File: src/rtl/stage5_quote_encoder.sv
// rtl/stage5_quote_encoder.sv - serialises one 'q' quote record into a framed byte stream with XOR checksum
module stage5_quote_encoder #(
  parameter int         FIELD_BYTES = 4,
  parameter logic [7:0] MSG_TYPE    = 8'h71,
  parameter int         CNT_W       = 16
) (
  input  logic                     clk,
  input  logic                     rst_n,
  input  logic                     enc_en,
  input  logic                     fld_valid,
  output logic                     fld_ready,
  input  logic [31:0]              fld_symbol,
  input  logic [8*FIELD_BYTES-1:0] fld_bp1,
  input  logic [8*FIELD_BYTES-1:0] fld_bp2,
  input  logic [8*FIELD_BYTES-1:0] fld_bp3,
  output logic [7:0]               out_data,
  output logic                     out_valid,
  input  logic                     out_ready,
  output logic                     out_sop,
  output logic                     out_eop,
  output logic                     busy,
  output logic [CNT_W-1:0]         msg_cnt
);

  localparam int FW       = 8 * FIELD_BYTES;
  localparam int MSG_LEN  = 6 + 3 * FIELD_BYTES;
  localparam int BODY_LEN = MSG_LEN - 1;
  localparam int IDX_W    = $clog2(MSG_LEN);

  typedef enum logic [1:0] {IDLE, SEND, CSUM} state_t;

  state_t             state, state_nxt;
  logic [31:0]        sym_q;
  logic [FW-1:0]      bp1_q, bp2_q, bp3_q;
  logic [IDX_W-1:0]   idx;
  logic [7:0]         acc;
  logic [7:0]         cur_byte;
  logic [BODY_LEN*8-1:0] body;
  logic               load;

  assign body = {MSG_TYPE, sym_q, bp1_q, bp2_q, bp3_q};
  assign load = fld_valid && fld_ready;

  // Body byte mux driven only by registered state, so out_ready never reaches out_data.
  always_comb begin
    cur_byte = 8'h00;
    for (int i = 0; i < BODY_LEN; i++) begin
      if (idx == IDX_W'(i)) cur_byte = body[(BODY_LEN-1-i)*8 +: 8];
    end
  end

  always_ff @(posedge clk or negedge rst_n) begin
    if (!rst_n) state <= IDLE;
    else        state <= state_nxt;
  end

  always_comb begin
    state_nxt = state;
    case (state)
      IDLE: if (load) state_nxt = SEND;
      SEND: if (out_ready && idx == IDX_W'(BODY_LEN-1)) state_nxt = CSUM;
      CSUM: if (out_ready) state_nxt = IDLE;
      default: state_nxt = IDLE;
    endcase
  end

  always_comb begin
    fld_ready = 1'b0;
    out_valid = 1'b0;
    out_data  = 8'h00;
    out_sop   = 1'b0;
    out_eop   = 1'b0;
    busy      = 1'b0;
    case (state)
      IDLE: fld_ready = enc_en && rst_n;
      SEND: begin
        out_valid = 1'b1;
        out_data  = cur_byte;
        out_sop   = (idx == '0);
        busy      = 1'b1;
      end
      CSUM: begin
        out_valid = 1'b1;
        out_data  = acc;
        out_eop   = 1'b1;
        busy      = 1'b1;
      end
      default: ;
    endcase
  end

  always_ff @(posedge clk or negedge rst_n) begin
    if (!rst_n) begin
      sym_q   <= '0;
      bp1_q   <= '0;
      bp2_q   <= '0;
      bp3_q   <= '0;
      idx     <= '0;
      acc     <= '0;
      msg_cnt <= '0;
    end else begin
      case (state)
        IDLE: if (load) begin
          sym_q <= fld_symbol;
          bp1_q <= fld_bp1;
          bp2_q <= fld_bp2;
          bp3_q <= fld_bp3;
          idx   <= '0;
          acc   <= '0;
        end
        SEND: if (out_ready) begin
          acc <= acc ^ cur_byte;
          idx <= idx + IDX_W'(1);
        end
        CSUM: if (out_ready) msg_cnt <= msg_cnt + CNT_W'(1);
        default: ;
      endcase
    end
  end

endmodule

File: config.mk
export PLATFORM = sky130hd
export DESIGN_NAME = stage5_quote_encoder
export DESIGN_NICKNAME = d
export VERILOG_FILES = /design/src/rtl/stage5_quote_encoder.sv
export SDC_FILE = /design/constraint.sdc
export NUM_CORES = 1
export LEC_CHECK = 0
export CORE_MARGIN = 2
export CORE_UTILIZATION = 54
export CTS_BUF_LIST = sky130_fd_sc_hd__clkbuf_2
export DETAILED_ROUTE_END_ITERATION = 10
export GPL_TIMING_DRIVEN = 0
export MAX_ROUTING_LAYER = met4
export PLACE_DENSITY = 0.92
export SLEW_MARGIN = 20
export SYNTH_ARGS = -nofsm -noshare
export SYNTH_HDL_FRONTEND = slang
export SYNTH_SLANG_ARGS = --single-unit
File: constraint.sdc
create_clock -name clk -period 3.7 [get_ports clk]
set_input_delay 0.925 -clock clk [delete_from_list [all_inputs] [get_ports clk]]
set_output_delay 0.925 -clock clk [all_outputs]
set_load 0.005 [all_outputs]
==> impl_metrics.json, run 1 <==
{
  "grt_max_degree": 86,
  "ys_warn_count": 0,
  "finalHoldViolCount": 0,
  "drv_slew": 0,
  "combPwrFrac_pct": 47.0,
  "failed_checks": "setup timing",
  "final_common_cell": "nand2_1",
  "grt.total_usage_pct": 36.4,
  "antenna_found_initial": 1,
  "cts.sinks": 159,
  "synthesis.nets": 1174,
  "p_switching_uw": 3280,
  "p_sw_share_pct": 41.9,
  "setup-violations-final": 8,
  "insertion_delay_ns": 0.84,
  "areaGrowthSynthToFinish_pct": 39.0,
  "rr_worst_depth": 8,
  "fin_crit_sh_pct": 118,
  "via_count": 9031,
  "fillers": 1012,
  "drive_gt1_share_pct": 17.0,
  "cts_tree": "done",
  "netlist_instances": 1032,
  "async_flop_share_pct": 100,
  "root_buffer": "clkbuf_2",
  "power.density_nw_per_um2": 659,
  "h-tree-depth": 4,
  "seq_area_frac_synth_pct": 46.7,
  "hp-class": "input pin to async pin",
  "r2r-start": "state[1]$_DFFE_PN0P_",
  "max_freq_mhz": 229,
  "leakagePower_uw": 0.00547,
  "row_count": 45,
  "critPathLaunchType": "register",
  "drtIter0Drc": 1145,
  "rsz0062_at_grt": "yes",
  "grt_pass1_vias": 8689,
  "ir_drop_uv": 340,
  "yosys.cell_types.count": 83,
  "seqPwrFrac_pct": 40.6,
  "dieWidth_microns": 130,
  "worst_slack_ns": -0.666,
  "cts_max_path_buffers": 2,
  "io_buffers": 161,
  "numCtsBuffers": 17,
  "grt_pass1_wl_microns": 45000,
  "hpwl_microns": 19600,
  "hold_buffers": 0,
  "tns_ns": -4.45,
  "die_area_sq_um": 16800,
  "final_cell_mix": "nand2_1 (392), dfrtp_1 (157), clkdlybuf4s50_1 (152)",
  "syn_area_sq_um": 8530,
  "p_clk_share_pct": 12.5,
  "cp_max_fo": 5,
  "place_congestion": 0.968,
  "core_area_sq_um": 15300,
  "ios": 162,
  "endpoint_kind": "output port",
  "cp_data_arrival_time_ns": 3.44,
  "drv_cap": 0,
  "critPathKind": "register to output port",
  "slew_headroom_pct": 32.3,
  "start_util_pct": 55.7,
  "wirelength_microns": 30400,
  "clkTransAtPathRegs_ns": 0.21,
  "dieHeight_microns": 130,
  "multi_input_area_sq_um": 4590,
  "register_area_sq_um": 3980,
  "r2r-end": "sym_q[31]$_DFFE_PN0P_",
  "finClkSkew_ns": 0.0314,
  "antenna_left": 0,
  "status": "complete, but fails checks",
  "dr.pass1.iters": 8,
  "synth-main-ff-cell": "dfrtp_1",
  "fin_nets": 1415,
  "r2r_slack_ns": 0.62,
  "finish.utilization_pct": 77.4,
  "fin_crit_ns": 4.37,
  "required_ns": 2.77,
  "synth_edf_count": 0,
  "p_int_uw": 4540,
  "gr-total-overflow": 0,
  "avgSynthCellArea_sq_um": 8.26,
  "drt-vias-per-instance": 6.02,
  "worst_pin_slew_ns": 1.01,
  "drc": 0,
  "synth-seq-cells": 159,
  "wl_per_cell_microns": 20.3
}
## state kept, by name, summed over array words and instances, names as in the netlist
name,count
bp1_q,32
msg_cnt,16
bp2_q,32
bp3_q,32
acc,8
sym_q,32
state,2
idx,5
## layout make-up
type	instances	share of cell area (%)
Inverter	29	0.992
Multi-Input combinational cell	775	38.7
Buffer	65	4.40
Tap cell	211	2.23
Clock buffer	19	0.802
Clock inverter	13	1.16
Timing Repair Buffer	226	18.1
Sequential cell	159	33.6
Antenna cell	2	0.0422
## how the worst max path moves through the flow
stage / startpoint / end / slack, ns
after global placement: rst_n / acc[3]$_DFFE_PN0P_ / -6.63
after floorplan: idx[0]$_DFFE_PN0P_ / out_data[1] / 0.14
final: idx[0]$_DFFE_PN0P_ / out_data[0] / -0.67
after CTS: idx[1]$_DFFE_PN0P_ / out_data[1] / -0.61
after global routing: idx[0]$_DFFE_PN0P_ / out_data[3] / -0.73
after detailed placement: idx[0]$_DFFE_PN0P_ / out_data[1] / -1.36
## cell usage after synthesis, drive strengths merged (4+ instances only)
| master | count | share of area, % |
|---|---|---|
| buf | 21 | 1.6 |
| a221oi | 7 | 0.72 |
| a32oi | 4 | 0.41 |
| nor2 | 52 | 2.3 |
| xor2 | 7 | 0.72 |
| o22ai | 13 | 0.95 |
| a22o | 4 | 0.41 |
| or3 | 6 | 0.50 |
| and2 | 4 | 0.29 |
| nor3b | 11 | 1.0 |
| o21ai | 43 | 2.5 |
| nor3 | 10 | 0.65 |
| nor4 | 4 | 0.29 |
| dfrtp | 159 | 47 |
| o22a | 4 | 0.41 |
| nor2b | 7 | 0.54 |
| a22oi | 10 | 0.88 |
| o32ai | 4 | 0.50 |
| xnor2 | 10 | 1.0 |
| ha | 9 | 1.3 |
| and3 | 4 | 0.29 |
| mux2i | 6 | 0.70 |
| clkbuf | 48 | 2.1 |
| nand4bb | 4 | 0.53 |
| o211ai | 5 | 0.50 |
| and4bb | 5 | 0.78 |
| nand4 | 8 | 0.59 |
| nand3 | 16 | 0.94 |
| inv | 29 | 1.3 |
| a21oi | 50 | 2.9 |
| o221ai | 6 | 0.69 |
| nand2b | 7 | 0.51 |
| a2111oi | 4 | 0.92 |
| nand2 | 394 | 17 |
## worst max-delay path, cell delays in order, from the launching register on
cell and delay (ns):
dfrtp_2 0.53, buf_4 0.17, ha_4 0.17, buf_12 0.13
buf_4 0.14, nor3b_2 0.17, and2_4 0.18, a221oi_4 0.34
o221a_4 0.26, o21ai_1 0.07, and3b_1 0.19, dlygate4sd2_1 0.26
## cells by family after synthesis
group | after synthesis | synth area share, %
muxes | 8 | 0.968
AOI/OAI and AO/OA | 186 | 15.1
buffers and inverters | 98 | 5.02
adders and majority gates | 9 | 1.32
and+or+nand+nor | 555 | 29.2
xor gates and xnor gates | 17 | 1.75
DFF | 159 | 46.7
## metrics by stage
step / hold slack [ns] / power (uW) / setup WS (ns) / cell area [sq um] / std cells
after detailed placement: 0.461 / 5700 / -1.36 / 10400 / 1405
after global routing: 0.0612 / 8160 / -0.727 / 11900 / 1498
final: 0.0258 / 7820 / -0.666 / 11900 / 1499
after global placement: 0.456 / 5570 / -6.63 / 10400 / 1404
after floorplan: 0.437 / 4590 / 0.142 / 8530 / 1032
after CTS: 0.0552 / 7240 / -0.615 / 11500 / 1482
## layer usage
| metal | vias to the layer above | part of all wire [%] | track usage, % | routed length (microns) |
|---|---|---|---|---|
| li1 | 3970 | - | - | - |
| met1 | 4245 | 38 | 44.9 | 11500 |
| met2 | 650 | 46 | 57.3 | 13900 |
| met3 | 166 | 11 | 7.51 | 3200 |
| met4 | 0 | 5.9 | 17.7 | 1780 |
| met5 | - | 0 | - | 0 |
## power groups by stage
stage | clock (uW) | sequential, uW | combinational [uW]
after floorplan | 0 | 2880 | 1720
after global placement | 0 | 3100 | 2480
after global routing | 1030 | 3220 | 3910
final | 974 | 3170 | 3670
after detailed placement | 0 | 3110 | 2580
after CTS | 962 | 3100 | 3180
## repair_timing
| action | CTS | global route |
|---|---|---|
| gates resized for setup | 154 | 41 |
| cloned | 1 | 1 |
| setup buffers | 47 | 16 |
| pin swaps | 34 | 20 |
| endpoints found under the setup margin | 15 | 9 |
Note: power is estimated with default switching activity, not from simulation.
==> run 2: changes to the inputs <==
--- a/config.mk
+++ b/config.mk
@@ -12,6 +12,7 @@
 export GPL_TIMING_DRIVEN = 0
 export MAX_ROUTING_LAYER = met4
 export PLACE_DENSITY = 0.92
+export SETUP_SLACK_MARGIN = 0.15
 export SLEW_MARGIN = 20
 export SYNTH_ARGS = -nofsm -noshare
 export SYNTH_HDL_FRONTEND = slang
==> run 2 against run 1 <==
The flow still finishes with violations (setup timing). Sequential cell count is the same. Wire length grew 5.5%. Design area grew 2.2%. Via count grew 4.2%. Sequential share of layout area shrank 0.73 points. Critical path type unchanged. Critical endpoint unchanged.
==> impl_metrics.json, run 2 (same netlist as run 1, synthesis figures left out) <==
{
  "status": "complete, but fails checks",
  "failed_checks": "setup timing",
  "hold_slack_ns": 0.0575,
  "grtUsageMet1_pct": 46.2,
  "drtIter0Drc": 1598,
  "drc": 0,
  "gr-usage-met2_pct": 59.0,
  "antenna_left": 0,
  "drive_gt1_share_pct": 18.3,
  "fin_crit_sh_pct": 118,
  "antenna_cells": 0,
  "critPathKind": "register to output port",
  "fin_crit_ns": 4.35,
  "hp-class": "input pin to async pin",
  "globalRouteMet3Util_pct": 8.46,
  "grt_pass1_wl_microns": 46600,
  "insertion_delay_ns": 0.81,
  "drv_slew": 0,
  "combPwrFrac_pct": 46.9,
  "max_freq_mhz": 230,
  "fin_nets": 1429,
  "row_count": 45,
  "grt_pass1_vias": 8980,
  "areaGrowthSynthToFinish_pct": 42.1,
  "drt-vias-per-instance": 6.23,
  "setup-violations-final": 9,
  "power.density_nw_per_um2": 667,
  "finish.utilization_pct": 79.1,
  "endpoint_kind": "output port",
  "cp_max_fo": 7,
  "ir_drop_uv": 375,
  "start_util_pct": 55.7,
  "leakagePower_uw": 0.00559,
  "antenna_found_initial": 0,
  "hpwl_microns": 19800,
  "wirelength_microns": 32000,
  "core_area_sq_um": 15300,
  "ios": 162,
  "dieHeight_microns": 130,
  "grt-busiest-layer": "met2",
  "p_clk_share_pct": 13.8,
  "p_int_uw": 4720,
  "tns_ns": -5.24,
  "cts_tree": "done",
  "wl_per_cell_microns": 21.2,
  "final_cell_mix": "nand2_1 (392), dfrtp_1 (157), clkdlybuf4s50_1 (151)",
  "cp_data_arrival_time_ns": 3.43,
  "slew_headroom_pct": 32.4,
  "place_congestion": 0.986,
  "cts.sinks": 159,
  "p_sw_share_pct": 41.6,
  "worst_pin_slew_ns": 1.01,
  "rsz0062_at_grt": "yes",
  "worst_slack_ns": -0.654,
  "numCtsBuffers": 17,
  "hold_buffers": 0,
  "seqPwrFrac_pct": 39.3,
  "drv_cap": 0,
  "grt.total_usage_pct": 37.5,
  "grt_max_degree": 89,
  "cts_max_path_buffers": 2,
  "finClkSkew_ns": 0.0654,
  "critPathLaunchType": "register",
  "final_common_cell": "nand2_1",
  "dieWidth_microns": 130,
  "dr.pass1.iters": 8,
  "h-tree-depth": 4,
  "finalHoldViolCount": 0,
  "die_area_sq_um": 16800,
  "via_count": 9412,
  "clkTransAtPathRegs_ns": 0.24,
  "gr-total-overflow": 0,
  "root_buffer": "clkbuf_2",
  "io_buffers": 161,
  "p_switching_uw": 3360,
  "required_ns": 2.77
}
run 2: cell types whose count changed in the layout (fill, tap and decap cells not counted), moves of 3 or more:
cell        previous run  this run
buf_6                 10        33
clkbuf_16              5         2
nor2_2                 5         2
buf_4                 58        49
or3_1                  5         1
nor2_1                46        50
clkinvlp_4             5         2
or3_4                  1         5
run 2: critical path, stage by stage, from the launching register on:
cell	delay, ns
dfrtp_2	0.51
inv_4	0.07
buf_12	0.12
ha_4	0.16
buf_8	0.13
nor4bb_4	0.14
buf_4	0.15
buf_6	0.12
a22o_1	0.21
a221oi_2	0.36
o221a_4	0.28
o21ai_2	0.08
and3b_1	0.19
buf_2	0.13
run 2: per-stage QoR:
step / power [uW] / cell area [sq um] / cells / setup slack [ns]
after floorplan: 4590 / 8530 / 1032 / 0.229
after global placement: 5570 / 10400 / 1404 / -6.76
after detailed placement: 5700 / 10400 / 1405 / -1.17
after CTS: 7430 / 11700 / 1493 / -0.586
after global routing: 8400 / 12100 / 1511 / -0.729
final: 8080 / 12100 / 1511 / -0.654
run 2: cell type report:
class / count / area [sq um]
clock inverter: 14 / 189
inverter: 29 / 124
multi-input combinational: 775 / 4630
clock buffer: 18 / 90.1
tap: 211 / 264
fill: 968 / 3200
buffer: 69 / 547
timing repair buffer: 236 / 2290
sequential: 159 / 3980
run 2: path summary, 6_finish.rpt:
check	from	end	slack, ns	cells after the start
setup / recovery	idx[1]$_DFFE_PN0P_	out_data[0]	-0.65	13
hold / removal	rst_n	bp1_q[7]$_DFFE_PN0P_	0.06	1
setup reg to reg	idx[1]$_DFFE_PN0P_	acc[0]$_DFFE_PN0P_	-0.62	29
hold reg to reg	msg_cnt[15]$_DFFE_PN0P_	msg_cnt[15]$_DFFE_PN0P_	0.50	1
max in group asynchronous	rst_n	msg_cnt[15]$_DFFE_PN0P_	2.78	2
min in group clk	msg_cnt[15]$_DFFE_PN0P_	msg_cnt[15]$_DFFE_PN0P_	0.50	1
run 2: power by group through the flow:
| stage | Sequential, uW | Clock (uW) | Combinational, uW |
|---|---|---|---|
| 6_report | 3180 | 1110 | 3790 |
| 5_1_grt | 3220 | 1170 | 4000 |
| 4_1_cts | 3090 | 1090 | 3250 |
| 3_5_place_dp | 3100 | 0 | 2590 |
| 3_3_place_gp | 3090 | 0 | 2480 |
| 2_1_floorplan | 2880 | 0 | 1720 |
run 2: layer usage:
| metal | share of wire (%) | vias up |
|---|---|---|
| met5 | 0 | - |
| met1 | 36 | 4406 |
| li1 | - | 4010 |
| met2 | 46 | 747 |
| met3 | 11 | 249 |
| met4 | 6.7 | 0 |
run 2: what timing repair did:
item	in CTS	in global routing
resized for setup	168	70
pin swaps	40	40
buffers inserted	56	18
endpoints found under the setup margin	15	10
